[src/rtl/uart_pkg.sv]
// uart_pkg: shared state type, constants and bit-timing helpers for the UART link
package uart_pkg;
   localparam int DATA_W = 8;
   localparam logic IDLE_LEVEL = 1'b1;
   typedef enum logic [1:0] {IDLE, START_BIT, DATA_BITS, STOP_BIT} uart_state_t;
   function automatic int calc_b_cnt(input int clk_f, input int uart_b);
      return clk_f / uart_b;
   endfunction
   function automatic int calc_cnt_w(input int b_cnt);
      return (b_cnt > 1) ? $clog2(b_cnt) : 1;
   endfunction
endpackage

[src/rtl/uart_tx_if.sv]
// uart_tx_if: start/ready byte handshake between a local producer and the transmitter
interface uart_tx_if;
   import uart_pkg::*;
   logic TX_START;
   logic [DATA_W-1:0] TX_DATA;
   logic TX_READY;
   modport master (output TX_START, output TX_DATA, input TX_READY);
   modport slave (input TX_START, input TX_DATA, output TX_READY);
endinterface

[src/rtl/uart_baud_cnt.sv]
// uart_baud_cnt: bit-period counter, one-cycle tick on the last count of each period
module uart_baud_cnt
   import uart_pkg::*;
#(
   parameter int B_CNT = 434
) (
   input  logic CLK,
   input  logic RST_N,
   input  logic clr,
   output logic tick
);
   localparam int CNT_W = calc_cnt_w(B_CNT);
   logic [CNT_W-1:0] cnt;
   assign tick = (cnt == CNT_W'(B_CNT - 1));
   // free-running count that wraps on the tick and holds at zero while cleared
   always_ff @(posedge CLK or negedge RST_N)
      if (!RST_N) cnt <= '0;
      else cnt <= (clr || tick) ? '0 : cnt + CNT_W'(1);
endmodule

[src/rtl/uart_tx.sv]
// uart_tx: 8N1/8N2 serializer with a one-entry holding buffer for gapless back-to-back frames
module uart_tx
   import uart_pkg::*;
#(
   parameter int CLK_F = 50000000,
   parameter int UART_B = 115200,
   parameter int STOP_BITS = 1
) (
   input  logic      CLK,
   input  logic      RST_N,
   input  logic      TX_EN,
   uart_tx_if.slave  tx_bus,
   output logic      TX_OUT,
   output logic      BUSY,
   output logic      DONE
);
   localparam int B_CNT = calc_b_cnt(CLK_F, UART_B);
   uart_state_t state;
   logic [DATA_W-1:0] shifter, buf_data;
   logic [2:0] bit_idx;
   logic stop_idx, buf_full, tick, accept, frame_end;
   assign tx_bus.TX_READY = TX_EN && !buf_full;
   assign accept = tx_bus.TX_START && tx_bus.TX_READY;
   assign frame_end = (state == STOP_BIT) && tick && (stop_idx == 1'(STOP_BITS - 1));
   assign BUSY = (state != IDLE) || buf_full;
   uart_baud_cnt #(.B_CNT(B_CNT)) u_baud (
      .CLK(CLK),
      .RST_N(RST_N),
      .clr(!TX_EN || state == IDLE),
      .tick(tick)
   );
   // frame sequencer; an accept that cannot go straight into the shifter lands in the buffer
   always_ff @(posedge CLK or negedge RST_N) begin
      if (!RST_N) begin
         state <= IDLE;
         shifter <= '0;
         buf_data <= '0;
         bit_idx <= '0;
         stop_idx <= 1'b0;
         buf_full <= 1'b0;
         TX_OUT <= IDLE_LEVEL;
         DONE <= 1'b0;
      end else if (!TX_EN) begin
         state <= IDLE;
         bit_idx <= '0;
         stop_idx <= 1'b0;
         buf_full <= 1'b0;
         TX_OUT <= IDLE_LEVEL;
         DONE <= 1'b0;
      end else begin
         DONE <= frame_end;
         if (accept && state != IDLE && !frame_end) begin
            buf_data <= tx_bus.TX_DATA;
            buf_full <= 1'b1;
         end
         case (state)
            IDLE: if (accept) begin
               shifter <= tx_bus.TX_DATA;
               state <= START_BIT;
               TX_OUT <= 1'b0;
            end
            START_BIT: if (tick) begin
               state <= DATA_BITS;
               bit_idx <= '0;
               TX_OUT <= shifter[0];
            end
            DATA_BITS: if (tick) begin
               shifter <= shifter >> 1;
               bit_idx <= bit_idx + 3'd1;
               TX_OUT <= shifter[1];
               if (bit_idx == 3'd7) begin
                  state <= STOP_BIT;
                  stop_idx <= 1'b0;
                  TX_OUT <= IDLE_LEVEL;
               end
            end
            STOP_BIT: if (frame_end) begin
               if (buf_full || accept) begin
                  shifter <= buf_full ? buf_data : tx_bus.TX_DATA;
                  buf_full <= 1'b0;
                  state <= START_BIT;
                  TX_OUT <= 1'b0;
               end else state <= IDLE;
            end else if (tick) stop_idx <= 1'b1;
            default: state <= IDLE;
         endcase
      end
   end
endmodule
[src/flat_wrapper.sv]
// flat-port wrapper written by rule: the top's interface ports become plain ports
module uart_tx_flat import uart_pkg::*;
#(
   parameter int CLK_F = 50000000,
   parameter int UART_B = 115200,
   parameter int STOP_BITS = 1
)
  (CLK, RST_N, TX_EN, TX_OUT, BUSY, DONE, tx_bus_TX_START, tx_bus_TX_DATA, tx_bus_TX_READY);
  uart_tx_if tx_bus_i ();
  input  logic CLK;
  input  logic RST_N;
  input  logic TX_EN;
  output logic TX_OUT;
  output logic BUSY;
  output logic DONE;
  input wire logic [$bits(tx_bus_i.TX_START)-1:0] tx_bus_TX_START;
  input wire logic [$bits(tx_bus_i.TX_DATA)-1:0] tx_bus_TX_DATA;
  output wire logic [$bits(tx_bus_i.TX_READY)-1:0] tx_bus_TX_READY;
  assign tx_bus_i.TX_START = tx_bus_TX_START;
  assign tx_bus_i.TX_DATA = tx_bus_TX_DATA;
  assign tx_bus_TX_READY = tx_bus_i.TX_READY;
  uart_tx #(.CLK_F(CLK_F), .UART_B(UART_B), .STOP_BITS(STOP_BITS)) u_core (.CLK(CLK), .RST_N(RST_N), .TX_EN(TX_EN), .tx_bus(tx_bus_i), .TX_OUT(TX_OUT), .BUSY(BUSY), .DONE(DONE));
endmodule
[config.mk]
export PLATFORM = sky130hd
export DESIGN_NAME = uart_tx_flat
export DESIGN_NICKNAME = d
export VERILOG_FILES = /design/src/rtl/uart_pkg.sv /design/src/rtl/uart_tx_if.sv /design/src/rtl/uart_baud_cnt.sv /design/src/rtl/uart_tx.sv /design/src/flat_wrapper.sv
export SDC_FILE = /design/constraint.sdc
export NUM_CORES = 1
export LEC_CHECK = 0
export BUFFER_PORTS_ARGS = -buffer_cell sky130_fd_sc_hd__clkbuf_2
export CELL_PAD_IN_SITES_DETAIL_PLACEMENT = 0
export CELL_PAD_IN_SITES_GLOBAL_PLACEMENT = 1
export CORE_MARGIN = 10
export CORE_UTILIZATION = 47
export CTS_CLUSTER_SIZE = 40
export DETAILED_ROUTE_END_ITERATION = 6
export MAX_ROUTING_LAYER = met4
export PLACE_DENSITY_LB_ADDON = 0.1
export SYNTH_ARGS = -nofsm -noshare
export SYNTH_HDL_FRONTEND = slang
export SYNTH_SLANG_ARGS = --single-unit
[constraint.sdc]
create_clock -name CLK -period 2.7 [get_ports CLK]
set_clock_uncertainty 0.05 [all_clocks]
set_input_delay 0.135 -clock CLK [delete_from_list [all_inputs] [get_ports CLK]]
set_output_delay 0.135 -clock CLK [all_outputs]
set_load 0.1 [all_outputs]
## After elaboration in Yosys (flattened, before gate mapping)

Cells that the tools add are included.

| word-level totals | value |
|---|---|
| register bits after elaboration | 34 |
| input bits | 12 |
| word-level logic and storage cells | 92 |

| cells by class | value |
|---|---|
| add/subtract/negate cells | 2 |
| equal/unequal tests | 19 |
| muxes and demuxes | 39 |
| bitwise logic cells | 1 |
| reductions and logical operators | 22 |

Operators by type and width:

| kind | count |
|---|---|
| 8-bit two-way mux | 5 |
| 8-bit one-hot mux with 3 select lines | 1 |
| 1-bit two-way mux | 19 |
| 3-bit by 2-bit != test with 1-bit output (second input constant) | 6 |
| 5-bit AND reduction | 3 |
| 2-bit two-way mux | 6 |
| 9-bit by 1-bit adder with 9-bit output (second input constant) | 1 |
| 9-bit equality test (second input constant) | 1 |
| 3-bit two-way mux | 3 |
| 9-bit two-way mux | 1 |
| 2-bit one-hot mux with 4 select lines | 1 |
| 1-bit logical AND | 6 |
| 2-bit by 1-bit != test with 1-bit output (second input constant) | 3 |
| 3-bit by 1-bit != test with 1-bit output (second input constant) | 2 |
| 3-bit != test (second input constant) | 2 |
| 3-bit one-hot mux with 2 select lines | 1 |
| 6-bit AND reduction | 1 |
| 2-bit equality test (second input constant) | 2 |
| 1-bit logical OR | 4 |
| 1-bit one-hot mux with 4 select lines | 1 |
| 3-bit by 1-bit adder with 3-bit output (second input constant) | 1 |
| 3-bit equality test (second input constant) | 1 |
| 1-bit zero test | 3 |
| 3-bit AND reduction | 1 |
| 8 further kinds | 8 |

## Logic depth before layout (Yosys ltp)

Gate-level depths: netlist of run 1.

| depth | value |
|---|---|
| word-level depth | 10 |
| depth in mapped cells | 6 |
| gate-level depth less buffers | 6 |

## Hierarchy

Synthesis of run 1 repeated with hierarchy kept, for this count alone.

| unflattened totals | value |
|---|---|
| cell total of the unflattened synthesis | 170 |
| area total of the unflattened synthesis | 1858.0 um2 |

By module, submodules not included:

| module | times used | cells an instance | area each (um2) |
|---|---|---|---|
| uart_tx | 1 | 122 | 1372.6 |
| uart_baud_cnt | 1 | 48 | 485.5 |

## Worst setup path after synthesis of run 1

OpenSTA, ideal clock, no wires.

| timing | value |
|---|---|
| kind | register to register |
| start point | register u_core.state[0] |
| end point | register u_core.shifter[7] |
| setup time | 0.125 ns |
| arrival | 1.886 ns |
| data required time | 2.525 ns |
| path slack | 0.639 ns |
| cell stages (with the launch flop) | 6 |
| buffers on the path | 0 |
| period minus slack after synthesis | 2.061 ns |
| path through | dfrtp_1 inv_1 ha_1 or2_2 a221oi_4 mux2_4 |

| on the way | value |
|---|---|
| word-level cells in the longest chain between the ends | 5 |

Ends and longest elaborated chain:

| what | line | text |
|---|---|---|
| start: declaration | uart_tx.sv:18 | `uart_state_t state;` |
| start signal: assignment | uart_tx.sv:35 | `state <= IDLE;` |
| start signal: assignment | uart_tx.sv:44 | `state <= IDLE;` |
| start signal: assignment | uart_tx.sv:59 | `state <= START_BIT;` |
| 2-bit equality test | uart_tx.sv:24, uart_tx.sv:56 |  |
| 1-bit logical AND (2 in a row) | uart_tx.sv:24 | `assign frame_end = (state == STOP_BIT) && tick && (stop_idx == 1'(STOP_BITS - 1));` |
| 2-bit by 1-bit != test with 1-bit output (no source line) | -- |  |
| 6-bit AND reduction (no source line) | -- |  |
| end signal: assignment | uart_tx.sv:58 | `shifter <= tx_bus.TX_DATA;` |
| end signal: assignment | uart_tx.sv:68 | `shifter <= shifter >> 1;` |
| end signal: assignment | uart_tx.sv:79 | `shifter <= buf_full ? buf_data : tx_bus.TX_DATA;` |
| end: declaration | uart_tx.sv:19 | `logic [DATA_W-1:0] shifter, buf_data;` |

Parallel ways exist; a longest one is shown, timed or not.
A chain may end at the register's enable or synchronous reset.

## Worst setup path in the final report of run 1

| timing | value |
|---|---|
| start point | register u_core.state[0] |
| end point | register u_core.shifter[0] |

The elaborated chain is that of the path after synthesis.

==> results of run 1 <==
## metrics by stage
step / area, sq um / power (mW)
final: 2090 / 2.01
after global routing: 2090 / 2.15
after CTS: 2090 / 2.03
after detailed placement: 1990 / 1.63
after global placement: 1990 / 1.61
after floorplan: 1850 / 1.44
## cell type report
| class | count | area (sq um) |
|---|---|---|
| Clock inverter | 1 | 5.00 |
| Inverter | 15 | 56.3 |
| Tap cell | 48 | 60.1 |
| Timing Repair Buffer | 18 | 100 |
| Multi-Input combinational cell | 115 | 931 |
| Clock buffer | 7 | 86.3 |
| Sequential cell | 34 | 852 |
| Fill cell | 339 | 1650 |
## metal layers
metal  GRT usage, %  up-vias  wire (um)
met2           18.1       29       1780
met4           5.52        0         18
met5              -        -          0
li1               -      642          -
met1           15.9      640       1710
met3           3.46        2        191
## cells by family after synthesis
family / share of synthesized area, %
XOR/XNOR: 3.31
flip-flops: 46.0
adder cells (fa/ha/maj): 6.76
buffers and inverters: 3.65
multiplexers: 10.5
AO/OA/AOI/OAI: 15.9
AND/OR/NAND/NOR: 13.8
## cell usage in the layout, fill, tap and decap left out, types with 2 or more instances in the layout
cell and count:
buf_4 2, nand4_1 2, o21ai_0 6, nand2b_1 3
nand2_1 9, a21boi_0 3, nand3_1 4, nor2b_1 5
ha_1 10, a222oi_1 7, inv_1 15, dfrtp_1 33
nor2_1 12, or3_1 2, xnor2_1 4, mux2i_1 9
mux2_2 8, xor2_1 3, clkbuf_2 15, clkbuf_8 6
and2_1 3, a31oi_1 3
## flip-flops by register name (all words and copies together), names as in the netlist
name,cells
u_core.stop_idx,1
u_core.u_baud.cnt,9
u_core.TX_OUT,1
u_core.DONE,1
u_core.buf_data,8
u_core.state,2
u_core.bit_idx,3
u_core.buf_full,1
u_core.shifter,8
## worst min path at each step
stage	startpoint	endpoint	slack, ns	cells past startpoint
after floorplan	RST_N	u_core.DONE$_DFF_PN0_	-0.21	0
after global placement	RST_N	u_core.DONE$_DFF_PN0_	0.22	1
after global routing	tx_bus_TX_DATA[4]	u_core.buf_data[4]$_DFFE_PN0P_	0.04	2
after CTS	tx_bus_TX_DATA[4]	u_core.buf_data[4]$_DFFE_PN0P_	0.04	2
final	tx_bus_TX_DATA[7]	u_core.buf_data[7]$_DFFE_PN0P_	0.05	2
after detailed placement	RST_N	u_core.DONE$_DFF_PN0_	0.24	1
## worst max-delay path, delay by kind of cell, from the launching register on
family | cells | cell delay (ns)
AOI/OAI and AO/OA | 2 | 0.61
DFF | 1 | 0.45
buffers and inverters | 2 | 0.45
adders and majority gates | 1 | 0.33
muxes | 1 | 0.20
## power by group through the flow
| stage | logic (mW) | registers, mW | clock network (mW) |
|---|---|---|---|
| 2_1_floorplan | 0.625 | 0.812 | 0 |
| 3_3_place_gp | 0.835 | 0.774 | 0 |
| 3_5_place_dp | 0.847 | 0.782 | 0 |
| 4_1_cts | 0.852 | 0.773 | 0.407 |
| 5_1_grt | 0.921 | 0.797 | 0.428 |
| 6_report | 0.844 | 0.774 | 0.388 |
==> impl_metrics.py, run 1 <==
metrics = {
    "die": {
        "die-area_sq_um": 6850,
        "initial_utilization_pct": 49.4,
        "ios": 16,
        "row_count": 22,
        "die_width_um": 82.7,
        "fp.dieH_um": 82.7,
        "coreArea_sq_um": 3740,
    },
    "sta": {
        "setup_slack_ns": 0.525,
        "final_hold_viol_count": 0,
        "report.final.slew_viol_count": 0,
        "rsz0062_at_grt": "no",
        "worst-slew-pin-transition_ns": 0.821,
        "hold-worst-slack_ns": 0.0526,
        "fmax_mhz": 460,
        "setup_viol": 0,
        "tns_ns": 0,
        "finalCriticalPeriod_ns": 2.18,
        "finalCritPeriodShare_pct": 80.6,
        "slew_headroom_pct": 45.3,
    },
    "power_and_ir_drop": {
        "p_switching_mw": 0.802,
        "p_comb_share_pct": 42.1,
        "power.density_nw_per_um2": 960,
        "sequentialPowerShare_pct": 38.6,
        "power_frac_clock_pct": 19.3,
        "p_leak_nw": 0.942,
        "ir_worst_vdd_mv": 0.453,
        "p_int_mw": 1.20,
        "netSwitchingFraction_pct": 39.9,
    },
    "placed_design": {
        "io_buffers": 15,
        "dpl.hpwl_um": 2650,
        "dp_slack_ns": 0.514,
        "dp_cells": 229,
        "gp_congestion": 0.852,
    },
    "clock_tree": {
        "clock-sinks": 34,
        "cts_tree": "yes",
        "cts_hold_buffers": 1,
        "cts.repair.resized": 0,
        "postCtsSetupBuffers": 0,
        "cts_max_level": 2,
        "clk_latency_ns": 0.28,
        "numCtsBuffers": 5,
        "cts.path.max_buffers": 2,
        "clk_pin_slew_ns": 0.07,
        "cts-root-buf": "clkbuf_8",
    },
    "worst_setup_path": {
        "path_class": "flop to flop",
        "path_cells": "ha_1 -> inv_1 -> o21ai_2 -> a221oi_4 -> buf_4 -> mux2i_1",
        "r2r_slack_ns": 0.52,
        "crit-reg2reg-launch": "u_core.state[0]$_DFFE_PN0P_",
        "start_kind": "flop",
        "worst_path_largest_cell_delay_ns": 0.48,
        "worst_ep_required_time_ns": 2.85,
        "slowest_stage": "a221oi_4",
        "rr_worst_depth": 6,
        "critPathCaptureType": "flop",
        "timing.rr.end": "u_core.shifter[0]$_DFFE_PN0P_",
        "path_max_fanout": 8,
        "setup.worst_path.end": "u_core.shifter[0]$_DFFE_PN0P_",
        "crit_start": "u_core.state[0]$_DFFE_PN0P_",
        "cp.arrival_ns": 2.33,
    },
    "synthesis": {
        "async_flop_share_pct": 100,
        "synth_top_area_cell": "dfrtp_1",
        "synthTopCellsByCount": "dfrtp_1 (33), inv_1 (15), nor2_1 (12)",
        "synth.area.top_cells": "dfrtp_1 (45%), ha_1 (6.8%), mux2i_1 (4.9%)",
        "postSynthAreaPerCell_sq_um": 11.1,
        "synth-seq-cells": 34,
        "synth-edff-count": 0,
        "yosysWarnings": 0,
        "synthesis.nets": 189,
        "ys_types": 44,
        "netlist.area_leader.share_pct": 44.6,
        "synth-seq-area-share_pct": 46.0,
        "yosysMostFrequentCell": "dfrtp_1",
        "synthCells": 167,
        "synth_ff_type": "dfrtp_1",
        "syn-cell-area_sq_um": 1850,
    },
    "global_routing": {
        "antenna_found_initial": 0,
        "grt_pass1_vias": 1339,
        "grt_overflow": 0,
        "grt_pass1_wl_um": 6400,
        "grt_max_degree": 35,
        "track_usage_pct": 12.5,
    },
    "final_layout": {
        "final_net_count": 211,
        "fin_util_pct": 55.8,
        "area_delta_synth_final_pct": 13.0,
        "antennaDiodeCount": 0,
        "stdcell_count": 238,
        "drive_gt1_share_pct": 22.6,
    },
    "hold_path": {
        "hold_class": "input pin to flop",
    },
    "outcome": {
        "status": "finished, final reports clean",
    },
    "route": {
        "wl_per_cell_um": 15.6,
        "route.detailed.drc": 0,
        "finalWirelength_um": 3710,
        "ant_nets": 0,
        "firstDrtPassIters": 7,
        "drtIter0Drc": 177,
        "vias_per_cell": 5.52,
        "vias": 1313,
    },
    "job": {
        "max-cap-violations": 0,
    },
}
No activity file was read; power rests on OpenSTA's default activity.
==> run 2, diff against run 1 <==
Settings changed: CORE_UTILIZATION 47 to 42.
Clock period 2.7 ns to 1.95 ns, I/O delays scaled along.
==> impl_metrics.py, run 2 (same netlist as run 1, synthesis figures left out) <==
metrics = {
    "hold_path": {
        "hold_path_end": "u_core.buf_data[3]$_DFFE_PN0P_",
        "hold_depth": 2,
        "min_from": "tx_bus_TX_DATA[3]",
        "hold_class": "input pin to flop",
    },
    "sta": {
        "worst-slew-pin-transition_ns": 0.865,
        "setup_viol": 0,
        "finalCritPeriodShare_pct": 98.7,
        "fmax_mhz": 519,
        "rsz0062_at_grt": "yes",
        "final_hold_viol_count": 0,
        "finalCriticalPeriod_ns": 1.93,
        "tns_ns": 0,
        "report.final.slew_viol_count": 0,
        "setup_slack_ns": 0.0248,
        "hold-worst-slack_ns": 0.0166,
        "slew_headroom_pct": 42.3,
    },
    "global_routing": {
        "grt_max_degree": 35,
        "grt_pass1_vias": 1401,
        "grt_overflow": 0,
        "track_usage_pct": 11.9,
        "antenna_found_initial": 0,
        "grt_pass1_wl_um": 6960,
    },
    "placed_design": {
        "gp_congestion": 0.778,
        "dpl.hpwl_um": 2820,
        "io_buffers": 15,
        "place_area_sq_um": 2070,
        "dp_slack_ns": 0.00897,
    },
    "final_layout": {
        "mostFrequentLayoutCells": "dfrtp_1 (33), clkbuf_2 (15), nor2_1 (12), inv_1 (12), buf_4 (12)",
        "top_register": "u_core.u_baud.cnt",
        "final_net_count": 223,
        "area_delta_synth_final_pct": 21.4,
        "final_area_sq_um": 2250,
        "drive_gt1_share_pct": 30.2,
        "largest_reg_flops": 9,
        "top_regs": "u_core.u_baud.cnt (9), u_core.buf_data (8), u_core.shifter (8)",
        "final_common_cell": "dfrtp_1",
        "antennaDiodeCount": 0,
        "fin_util_pct": 52.0,
    },
    "route": {
        "firstDrtPassIters": 5,
        "route.detailed.drc": 0,
        "vias_per_cell": 5.44,
        "vias": 1381,
        "wl_per_cell_um": 16.2,
        "finalWirelength_um": 4110,
        "drtIter0Drc": 90,
        "ant_nets": 0,
    },
    "worst_setup_path": {
        "start_kind": "flop",
        "critPathCaptureType": "flop",
        "crit-reg2reg-launch": "u_core.u_baud.cnt[1]$_DFF_PN0_",
        "rr_worst_depth": 7,
        "path_max_fanout": 8,
        "timing.rr.end": "u_core.buf_data[3]$_DFFE_PN0P_",
        "cp.arrival_ns": 2.04,
        "r2r_slack_ns": 0.02,
        "path_class": "flop to flop",
        "worst_ep_required_time_ns": 2.06,
    },
    "clock_tree": {
        "cts-root-buf": "clkbuf_8",
        "numCtsBuffers": 5,
        "cts_tree": "yes",
        "cts_max_level": 2,
        "cts.path.max_buffers": 2,
        "clk_pin_slew_ns": 0.06,
        "clk_latency_ns": 0.28,
        "clock-sinks": 34,
    },
    "power_and_ir_drop": {
        "p_leak_nw": 1.00,
        "power.density_nw_per_um2": 1320,
        "ir_worst_vdd_mv": 0.590,
    },
    "job": {
        "max-cap-violations": 0,
    },
    "die": {
        "die_width_um": 86.4,
        "fp.dieH_um": 86.4,
        "row_count": 24,
        "initial_utilization_pct": 42.8,
        "die-area_sq_um": 7460,
        "coreArea_sq_um": 4320,
        "ios": 16,
    },
    "outcome": {
        "status": "finished, final reports clean",
    },
}
run 2: changes by cell type in the layout (fill, tap and decap cells not counted), moves of 3 or more:
cell    delta
mux2_4     +3
ha_2       +3
inv_2      +3
ha_1       -3
mux2_2     -3
inv_1      -3
buf_4     +10
run 2: what timing repair did:
item                       CTS  global route
buffers inserted             0             4
hold endpoints to repair    33             1
hold buffers                 1             1
setup endpoints to repair    0            18
gates resized for setup      0             7
run 2: layout make-up:
| class | count | area [sq um] |
|---|---|---|
| tap | 52 | 65.1 |
| inverter | 15 | 56.3 |
| fill | 405 | 2080 |
| multi-input combinational | 115 | 977 |
| timing repair buffer | 30 | 205 |
| sequential | 34 | 852 |
| clock buffer | 7 | 86.3 |
| clock inverter | 1 | 5.00 |
run 2: per-layer routing:
metal	up-vias	part of all wire [%]	GRT usage [%]	routed length, um
li1	675	-	-	-
met1	684	47	15.2	1950
met2	20	48	17.4	1960
met3	2	4.3	3.85	176
met4	0	0.51	3.83	21
met5	-	0	-	0
run 2: how the worst max path moves through the flow:
stage | from | end | slack [ns] | cells after the start
5_1_grt | u_core.u_baud.cnt[1]$_DFF_PN0_ | u_core.buf_data[3]$_DFFE_PN0P_ | -0.07 | 7
3_5_place_dp | u_core.state[0]$_DFFE_PN0P_ | u_core.shifter[6]$_DFFE_PN0P_ | 0.009 | 5
3_3_place_gp | u_core.u_baud.cnt[1]$_DFF_PN0_ | u_core.state[0]$_DFFE_PN0P_ | 0.1 | 6
6_report | u_core.u_baud.cnt[1]$_DFF_PN0_ | u_core.buf_data[3]$_DFFE_PN0P_ | 0.02 | 7
4_1_cts | u_core.state[0]$_DFFE_PN0P_ | u_core.shifter[6]$_DFFE_PN0P_ | 0.02 | 5
2_1_floorplan | u_core.state[0]$_DFFE_PN0P_ | u_core.shifter[7]$_DFFE_PN0P_ | 0.004 | 5
run 2: power by group:
part	switching, mW	internal [mW]	leakage [nW]
registers	0.144	0.928	0.436
logic	0.772	0.581	0.518
clock network	0.247	0.285	0.0482
total	1.16	1.79	1.00
run 2: critical path: stages (launching register included):
cell      delay, ns
dfrtp_1        0.37
inv_1          0.05
ha_1           0.13
and4b_2        0.34
nand2_8        0.10
o311ai_4       0.26
buf_12         0.17
mux2_2         0.32
run 2: through the flow:
| stage | instances | power, mW |
|---|---|---|
| CTS | 249 | 2.91 |
| global route | 254 | 3.16 |
| finish | 254 | 2.96 |
| detailed placement | 240 | 2.36 |
| floorplan | 167 | 2.01 |
| global placement | 240 | 2.32 |
==> run 3, diff against run 2 <==
Settings changed: CORE_ASPECT_RATIO set to 1.5.
==> impl_metrics.py, run 3 (same netlist as run 1, synthesis figures left out) <==
metrics = {
    "global_routing": {
        "grt_pass1_wl_um": 7120,
        "grt_max_degree": 35,
        "track_usage_pct": 12.1,
        "grt_pass1_vias": 1474,
        "antenna_found_initial": 0,
        "grt_overflow": 0,
    },
    "outcome": {
        "violations": "DRC",
        "status": "complete, but fails checks",
    },
    "clock_tree": {
        "cts_max_level": 2,
        "cts-root-buf": "clkbuf_8",
        "clk_pin_slew_ns": 0.07,
        "clk_latency_ns": 0.28,
        "cts.path.max_buffers": 2,
        "clock-sinks": 34,
        "numCtsBuffers": 5,
        "cts_tree": "yes",
    },
    "sta": {
        "slew_headroom_pct": 42.2,
        "hold-worst-slack_ns": 0.0140,
        "tns_ns": 0,
        "setup_viol": 0,
        "final_hold_viol_count": 0,
        "worst-slew-pin-transition_ns": 0.866,
        "rsz0062_at_grt": "yes",
        "report.final.slew_viol_count": 0,
        "fmax_mhz": 522,
        "finalCriticalPeriod_ns": 1.92,
        "finalCritPeriodShare_pct": 98.3,
        "setup_slack_ns": 0.0330,
    },
    "power_and_ir_drop": {
        "ir_worst_vdd_mv": 1.21,
        "power.density_nw_per_um2": 1320,
        "p_leak_nw": 1.03,
    },
    "route": {
        "finalWirelength_um": 4150,
        "firstDrtPassIters": 7,
        "wl_per_cell_um": 16.4,
        "route.detailed.drc": 1,
        "vias": 1419,
        "vias_per_cell": 5.61,
        "drtIter0Drc": 105,
        "ant_nets": 0,
    },
    "placed_design": {
        "dpl.hpwl_um": 3030,
        "dp_slack_ns": -0.0409,
        "io_buffers": 15,
        "place_area_sq_um": 2080,
        "gp_congestion": 0.744,
    },
    "hold_path": {
        "hold_class": "input pin to flop",
    },
    "final_layout": {
        "largest_reg_flops": 9,
        "final_common_cell": "dfrtp_1",
        "drive_gt1_share_pct": 31.9,
        "top_register": "u_core.u_baud.cnt",
        "fin_util_pct": 53.9,
        "area_delta_synth_final_pct": 23.7,
        "mostFrequentLayoutCells": "dfrtp_1 (33), buf_4 (16), clkbuf_2 (15), inv_1 (13), nor2_1 (12)",
        "antennaDiodeCount": 0,
        "top_regs": "u_core.u_baud.cnt (9), u_core.buf_data (8), u_core.shifter (8)",
        "final_area_sq_um": 2290,
        "final_net_count": 228,
    },
    "worst_setup_path": {
        "worst_ep_required_time_ns": 2.07,
        "cp.arrival_ns": 2.04,
        "path_class": "flop to flop",
        "slowest_stage": "dfrtp_1",
        "critPathCaptureType": "flop",
        "path_cells": "inv_1 -> ha_1 -> and4b_2 -> nand2_8 -> o311ai_4 -> buf_12 -> mux2_2",
        "path_max_fanout": 8,
        "worst_path_largest_cell_delay_ns": 0.38,
        "start_kind": "flop",
    },
    "die": {
        "die-area_sq_um": 7520,
        "initial_utilization_pct": 43.6,
        "die_width_um": 74.2,
        "coreArea_sq_um": 4250,
        "fp.dieH_um": 101,
        "row_count": 29,
        "ios": 16,
    },
    "job": {
        "max-cap-violations": 0,
    },
}
run 3: cell count changes in the layout (fill, tap and decap cells not counted):
| cell | previous run | this run |
|---|---|---|
| buf_4 | 12 | 16 |
| buf_6 | 0 | 1 |
| clkbuf_1 | 1 | 0 |
| clkinvlp_4 | 0 | 1 |
| inv_1 | 12 | 13 |
| inv_2 | 3 | 2 |
| mux2_2 | 5 | 4 |
| mux2_4 | 4 | 5 |
run 3: worst paths after layout:
kind | cells after the start | endpoint | from | slack [ns]
worst max-delay path | 7 | u_core.buf_data[6]$_DFFE_PN0P_ | u_core.u_baud.cnt[1]$_DFF_PN0_ | 0.03
min in group asynchronous | 2 | u_core.bit_idx[2]$_DFFE_PN0P_ | RST_N | 0.42
worst min-delay path | 2 | u_core.buf_data[4]$_DFFE_PN0P_ | tx_bus_TX_DATA[4] | 0.01
max in group asynchronous | 2 | u_core.u_baud.cnt[1]$_DFF_PN0_ | RST_N | 0.89
worst max register to register | 7 | u_core.buf_data[6]$_DFFE_PN0P_ | u_core.u_baud.cnt[1]$_DFF_PN0_ | 0.03
worst min register to register | 1 | u_core.buf_data[4]$_DFFE_PN0P_ | u_core.buf_data[4]$_DFFE_PN0P_ | 0.46
run 3: layer usage:
layer / global-route usage [%] / part of all wire, % / wire length, um / up-vias
li1: - / - / - / 679
met1: 13.5 / 42 / 1730 / 707
met2: 20.3 / 53 / 2190 / 29
met4: 4.46 / 1.3 / 54 / 0
met3: 2.94 / 4.2 / 176 / 4
met5: - / 0 / 0 / -
run 3: what timing repair did:
item	in CTS	in global routing
hold buffers	2	0
endpoints found under the setup margin	2	17
pin swaps	0	1
resized for setup	1	7
hold endpoints to repair	34	0
setup buffers	0	7
run 3: layout make-up:
class	instances	area, sq um
Fill cell	378	1960
Inverter	15	56.3
Clock buffer	6	82.6
Tap cell	46	57.6
Timing Repair Buffer	35	246
Multi-Input combinational cell	115	981
Clock inverter	2	12.5
Sequential cell	34	852
run 3: power by group:
group / internal, mW / switching [mW]
clock: 0.284 / 0.251
sequential: 0.928 / 0.141
combinational: 0.623 / 0.792
run 3: critical path: cells and delay by family (launching register included):
family	cells	cell delay (ns)
buf+inv	2	0.24
simple gates	2	0.44
fa+ha+maj	1	0.12
mux	1	0.33
flops	1	0.38
compound gates	1	0.26
run 3: metrics by stage:
step	cells	total power, mW
after floorplan	167	2.01
after global placement	236	2.33
after detailed placement	236	2.38
after CTS	246	2.96
after global routing	253	3.21
final	253	3.02
